### src/rtl/i2s_tx.sv
// i2s_tx: stereo I2S transmitter (MSB first, word select leads MSB by one bclk)
// with a one-frame pending buffer in front of the left/right shift registers.
// Define I2S_TX_UNDERRUN_EN to add the o_underrun pulse output.
module i2s_tx #(
    parameter int unsigned size     = 16,
    parameter int unsigned BCLK_DIV = 4
) (
    input  logic            clk,
    input  logic            rst,
    input  logic            valid,
    input  logic [size-1:0] i_left,
    input  logic [size-1:0] i_right,
    output logic            o_ready,
    output logic            o_bclk,
    output logic            o_lrck,
    output logic            o_sdata
`ifdef I2S_TX_UNDERRUN_EN
    ,
    output logic            o_underrun
`endif
);

    localparam int unsigned FRAME_BITS = 2 * size;
    localparam int unsigned KW         = $clog2(FRAME_BITS);
    localparam int unsigned DW         = (BCLK_DIV > 1) ? $clog2(BCLK_DIV) : 1;
    localparam logic [KW-1:0] K_LAST   = KW'(FRAME_BITS - 1);
    localparam logic [DW-1:0] DIV_LAST = DW'(BCLK_DIV - 1);

    logic [DW-1:0]   div_cnt;
    logic [KW-1:0]   k;
    logic [size-1:0] shift_l;
    logic [size-1:0] shift_r;
    logic [size-1:0] pend_l;
    logic [size-1:0] pend_r;

    logic            div_wrap_c;
    logic            fall_c;
    logic            frame_start_c;
    logic            load_c;
    logic            accept_c;
    logic [KW-1:0]   k_next_c;
    logic [KW-1:0]   shamt_c;
    logic [size-1:0] word_l_c;
    logic [size-1:0] word_r_c;
    logic [size-1:0] bit_word_c;
    logic            sdata_c;
    logic            lrck_c;

    // Next-slot decode: falling-event detect, frame-start load and the bit for the new slot
    always_comb begin
        div_wrap_c    = 1'b0;
        fall_c        = 1'b0;
        frame_start_c = 1'b0;
        load_c        = 1'b0;
        accept_c      = 1'b0;
        k_next_c      = '0;
        shamt_c       = '0;
        word_l_c      = shift_l;
        word_r_c      = shift_r;
        bit_word_c    = '0;
        sdata_c       = 1'b0;
        lrck_c        = 1'b0;

        div_wrap_c    = (div_cnt == DIV_LAST);
        fall_c        = div_wrap_c && o_bclk;
        k_next_c      = (k == K_LAST) ? '0 : k + KW'(1);
        frame_start_c = fall_c && (k == K_LAST);
        load_c        = frame_start_c && !o_ready;
        accept_c      = valid && o_ready;

        // Slot 0 must already see the freshly loaded frame
        if (load_c) begin
            word_l_c = pend_l;
            word_r_c = pend_r;
        end

        if (k_next_c < KW'(size)) begin
            shamt_c    = KW'(size - 1) - k_next_c;
            bit_word_c = word_l_c >> shamt_c;
        end else begin
            shamt_c    = K_LAST - k_next_c;
            bit_word_c = word_r_c >> shamt_c;
        end
        sdata_c = bit_word_c[0];
        lrck_c  = (k_next_c >= KW'(size - 1)) && (k_next_c <= KW'(FRAME_BITS - 2));
    end

    // Bit clock divider: o_bclk toggles every BCLK_DIV clk
    always_ff @(posedge clk or negedge rst) begin
        if (!rst) begin
            div_cnt <= '0;
            o_bclk  <= 1'b0;
        end else begin
            div_cnt <= div_wrap_c ? '0 : div_cnt + DW'(1);
            if (div_wrap_c) begin
                o_bclk <= ~o_bclk;
            end
        end
    end

    // Slot counter and serial outputs, updated only on bclk falling events
    always_ff @(posedge clk or negedge rst) begin
        if (!rst) begin
            k       <= K_LAST;
            o_sdata <= 1'b0;
            o_lrck  <= 1'b0;
        end else if (fall_c) begin
            k       <= k_next_c;
            o_sdata <= sdata_c;
            o_lrck  <= lrck_c;
        end
    end

    // Frame registers: reload from pending at frame start, otherwise hold (underrun repeats)
    always_ff @(posedge clk or negedge rst) begin
        if (!rst) begin
            shift_l <= '0;
            shift_r <= '0;
        end else if (load_c) begin
            shift_l <= pend_l;
            shift_r <= pend_r;
        end
    end

    // Pending buffer; o_ready is the registered "pending empty" flag
    always_ff @(posedge clk or negedge rst) begin
        if (!rst) begin
            pend_l  <= '0;
            pend_r  <= '0;
            o_ready <= 1'b1;
        end else if (accept_c) begin
            pend_l  <= i_left;
            pend_r  <= i_right;
            o_ready <= 1'b0;
        end else if (load_c) begin
            o_ready <= 1'b1;
        end
    end

`ifdef I2S_TX_UNDERRUN_EN
    // One-clk pulse when a frame starts with nothing pending
    always_ff @(posedge clk or negedge rst) begin
        if (!rst) begin
            o_underrun <= 1'b0;
        end else begin
            o_underrun <= frame_start_c && o_ready;
        end
    end
`endif

endmodule

### config.mk
export PLATFORM = sky130hd
export DESIGN_NAME = i2s_tx
export DESIGN_NICKNAME = d
export VERILOG_FILES = /design/src/rtl/i2s_tx.sv
export SDC_FILE = /design/constraint.sdc
export NUM_CORES = 1
export LEC_CHECK = 0
export BUFFER_PORTS_ARGS = -buffer_cell sky130_fd_sc_hd__clkbuf_2
export CORE_MARGIN = 4
export CORE_UTILIZATION = 55
export DETAILED_ROUTE_END_ITERATION = 8
export HOLD_SLACK_MARGIN = 0.12
export PLACE_DENSITY = 0.74
export SLEW_MARGIN = 20
export SYNTH_ARGS = -nofsm -noshare
export SYNTH_HDL_FRONTEND = slang
export SYNTH_SLANG_ARGS = --single-unit
### constraint.sdc
create_clock -name clk -period 6.6 [get_ports clk]
set_input_delay 0.33 -clock clk [delete_from_list [all_inputs] [get_ports clk]]
set_output_delay 0.33 -clock clk [all_outputs]
set_load 0.03 [all_outputs]
# Word level (Yosys, flattened, before mapping)
# Index checks and enable logic that the tools add are counted.
classes:
  add_sub_neg: 4
  order_cmp: 3
  eq_ne: 2
  shift: 2
  muxes: 7
  bitwise: 1
  reduce_logical: 7
op_table:
  columns: ["op", "n"]
  rows:
  - ["$mux W16", 2]
  - ["$shr A16 B5 Y1", 2]
  - ["$add A5 B1 Y5 const B", 1]
  - ["$eq A5 B5 Y1 const B", 1]
  - ["$ge A5 B4 Y1 const B", 1]
  - ["$le A5 B5 Y1 const B", 1]
  - ["$logic_and A1 B1 Y1", 5]
  - ["$lt A5 B5 Y1 const B", 1]
  - ["$mux W5", 1]
  - ["$sub A4 B5 Y5 const A", 1]
  - ["$sub A5 B5 Y5 const A", 1]
  - ["$mux W1", 3]
  - ["$add A2 B1 Y2 const B", 1]
  - ["$eq A2 B2 Y1 const B", 1]
  - ["$mux W2", 1]
  - ["$reduce_bool A2 Y1", 1]
  - ["$logic_not A1 Y1", 1]
  - ["$not A1 Y1", 1]
totals:
  regBits: 75
  out_inout_bits: 4
  word_cells: 36

# Logic depth before layout (Yosys ltp)
depth:
  word_depth: 7
  depth_mapped: 12

# Least setup slack after synthesis
# Ideal clock, no wire load.
synth_timing:
  path_kind: "register to register"
  start: "reg k[1]"
  end: "reg o_sdata"
  setup_ps: 124
  arrival_time_ps: 2679
  setup_slack_ps: 3797
  stages_incl_launch_ff: 12
  path_buffers: 2
  cell_sequence: "dfstp_2 -> ha_1 -> clkbuf_1 -> and3_1 -> ha_1 -> nand4b_1 -> buf_6 -> mux2_4 -> mux4_2 -> nor2_1 -> nor4_1 -> a211o_1"
synth_between:
  elab_chain_cells: 6
  elab_cells_between_ends: 13
  classes_between: "add/sub (3); order compare (1); eq/ne (1); shift (2); mux (4); reduce/logical (2)"
synth_rtl:
  columns: ["element", "line_no", "text"]
  rows:
  - ["start, declared", "30", "logic [KW-1:0] k;"]
  - ["start signal, assigned", "108", "k <= k_next_c;"]
  - ["$eq A5 B5 Y1", "67", "frame_start_c = fall_c && (k == K_LAST);"]
  - ["$logic_and A1 B1 Y1", "67", null]
  - ["$logic_and A1 B1 Y1", "68", "load_c = frame_start_c && !o_ready;"]
  - ["$mux W16", null, null]
  - ["via word_r_c[9]", "44", "logic [size-1:0] word_r_c;"]
  - ["$shr A16 B5 Y1", "82", "bit_word_c = word_r_c >> shamt_c;"]
  - ["$mux W1", "77", "if (k_next_c < KW'(size)) begin"]
  - ["end signal, assigned", "109", "o_sdata <= sdata_c;"]
  - ["end, declared", "16", "output logic o_sdata"]
# The timed path passes the listed nets, and every way through them passes these cells.
# A chain may end at the register's enable or synchronous reset.

# Worst setup path after layout
layout_timing:
  start: "reg k[0]"
  end: "reg o_sdata"
# Same word-level chain as after synthesis.

==> impl_metrics.yaml <==
setup_path:
  path_common_cell: "ha_1"
  r2r-start: "k[0]"
  worstSetupStartpoint: "k[0]"
  rr_endpoint: "o_sdata"
  crit_end: "o_sdata"
  crit_cells: 10
  crit_path_top_delay_cell: "dfstp_2"
  reg2reg_depth: 10
  cp.required_ps: 6830
  worstSetupPathType: "reg -> reg"
  start_kind: "flop"
  crit_path_end_kind: "flop"
  cp.arrival_ps: 3970
  crit_fanout: 29
  path_buf_inv: 1
  slowest_delay_ps: 640
  crit_family: "multiplexers"
  r2r_slack_ps: 2870
  crit_path_cell_trace: "ha_1 -> and3_1 -> ha_1 -> nand4b_1 -> buf_4 -> mux2_4 -> mux4_2 -> nor2_1 -> nor4_1 -> a211o_1"
global_routing:
  grtUsageTotal: 0.182
  grt_max_degree: 76
  grt_pass1_vias: 2184
  grt_overflow: 0
  antenna_found_initial: 0
  grt_first_pass_wirelength_mm: 10.4
floorplan:
  die_w_um: 85.7
  die_h_um: 85.7
  ios: 39
  rows: 28
  core_um2: 5890
  initial_core_util: 0.564
  die_area_um2: 7340
min_path:
  hold_depth: 2
  hold_class: "in -> reg"
  hp-start: "valid"
routing:
  drc_errors: 0
  vias_per_cell: 5.47
  initialDrtViolationCount: 139
  wl_per_cell_um: 15.0
  vias: 2254
  drtAntennaViolNets: 0
  first_pass_iters: 4
  wl_mm: 6.19
cts:
  clk_latency_ps: 340
  path_clk_slew_ps: 80
  cts_buffers: 9
  cts_max_level: 3
  cts_tree: "yes"
  cts_buffer_depth: 2
  post-cts-setup-buffers: 0
  clock-root-buffer: "clkbuf_8"
  cts_hold_buf: 0
  clock-sinks: 75
  cts_resized: 0
timing:
  fin_skew_ps: 11.1
  slew_headroom: 0.364
  fin_tns_setup_ps: 0
  hold_viol: 0
  rsz0062_at_grt: "false"
  post-route-period-util: 0.566
  finalMaxSlewViolations: 0
  worst_slew_pin_slew_ps: 953
  fin_crit_ps: 3730
  max_freq_mhz: 268
  setup_viol: 0
place:
  portBuffers: 38
  dp.cells: 396
  dp_hpwl_mm: 4.06
  place_congestion: 0.856
run:
  cap_violations: 0
yosys:
  yosysWarnings: 0
  synthFlopType: "dfrtp_1"
  synth-edff-count: 0
  syn_avg_cell_area_um2: 11.1
  ys_ff_latch: 75
  synth_cell_type_count: 42
  synth_area_um2: 3320
  syn_nets: 337
  syn_inst: 299
  ys_seq_area_frac: 0.568
  async_reset_ff_frac: 1.00
power:
  p_leak_uw: 0.00199
  power_frac_comb: 0.039
  ir_worst_vdd_v: 0.000201
  p_sw_uw: 191
  power_density_nw_per_um2: 264
  clockPowerShare: 0.470
  sw_frac_of_total: 0.189
  p_int_uw: 817
  power_frac_seq: 0.491
final_layout:
  area_growth_pct: 15.1
  num-fill-cells: 475
  stdcell_count: 412
  num_antenna_cells: 0
  drive_above_1_share: 0.318
  final_nets: 370
outcome:
  outcome: "finished clean"
cell usage in the layout (no fill, tap or decap), drive strengths merged, types with 5 or more instances in the layout:
cell	netlist	final
mux2i	6	6
nor2	13	13
clkbuf	14	49
dfstp	6	6
nand2	90	90
xor2	5	5
dfrtp	69	69
mux2	41	41
o21ai	9	9
power groups by stage:
stage	registers, uW	clock network (uW)	logic (uW)
final	494	474	39.4
after global routing	497	510	45.3
after CTS	495	480	40.8
after detailed placement	503	0	40.6
after global placement	503	0	39.0
after floorplan	499	0	20.0
worst min-delay path by stage:
stage / endpoint / slack, ps
floorplan: div_cnt[0] / 30
global placement: div_cnt[0] / 420
detailed placement: div_cnt[0] / 420
CTS: o_ready / 140
global route: o_ready / 150
finish: o_ready / 150
metrics by stage:
stage	setup WS (ps)	hold slack (ps)	cell area [um2]	power (uW)	utilization
floorplan	3800	34.4	3320	519	-
global placement	3060	420	3540	542	0.602
detailed placement	2930	424	3540	544	0.602
CTS	2860	143	3820	1020	0.649
global route	2630	151	3820	1050	0.649
finish	2870	153	3820	1010	0.649
cell families after synthesis:
logic type	synth area share
mux	0.175
fa+ha+maj	0.0113
compound gates	0.0581
simple gates	0.147
buf+inv	0.0264
xor+xnor	0.0132
flops	0.568
Yosys cell counts, drive strengths merged (2+ instances only):
library cell / n / area [um2]
dfrtp: 69 / 1730
clkbuf: 14 / 52.6
mux4: 2 / 45.0
nand3: 4 / 20.0
mux2: 41 / 477
nand2: 90 / 338
o211a: 2 / 20.0
a311oi: 3 / 26.3
a21oi: 2 / 10.0
nand2b: 2 / 12.5
xor2: 5 / 43.8
nor3: 2 / 10.0
o21ai: 9 / 45.0
nor2: 13 / 51.3
o311ai: 2 / 17.5
buf: 5 / 27.5
dfstp: 6 / 158
inv: 2 / 7.51
mux2i: 6 / 60.1
ha: 3 / 37.5
flip-flops by register name, summed over array words and instances, names as in the netlist:
register,cells
pend_l,16
pend_r,16
shift_l,16
shift_r,16
k,5
div_cnt,2
o_bclk,1
o_lrck,1
o_ready,1
o_sdata,1
cell type report:
| class | instances | area [um2] | area share |
|---|---|---|---|
| repair buffers | 41 | 213 | 0.0557 |
| clock buffers | 12 | 155 | 0.0406 |
| inverters | 2 | 7.51 | 0.00197 |
| well taps | 75 | 93.8 | 0.0246 |
| clock inverters | 4 | 120 | 0.0315 |
| flip-flops and latches | 75 | 1880 | 0.493 |
| multi-input cells | 203 | 1350 | 0.352 |
metal layers:
metal	part of all wire	track usage	vias to the layer above
li1	-	-	1082
met1	0.46	0.251	1108
met2	0.48	0.272	57
met3	0.043	0.0461	7
met4	0.016	0.0849	0
met5	0	0	-
(Power assumes the default switching activity.)
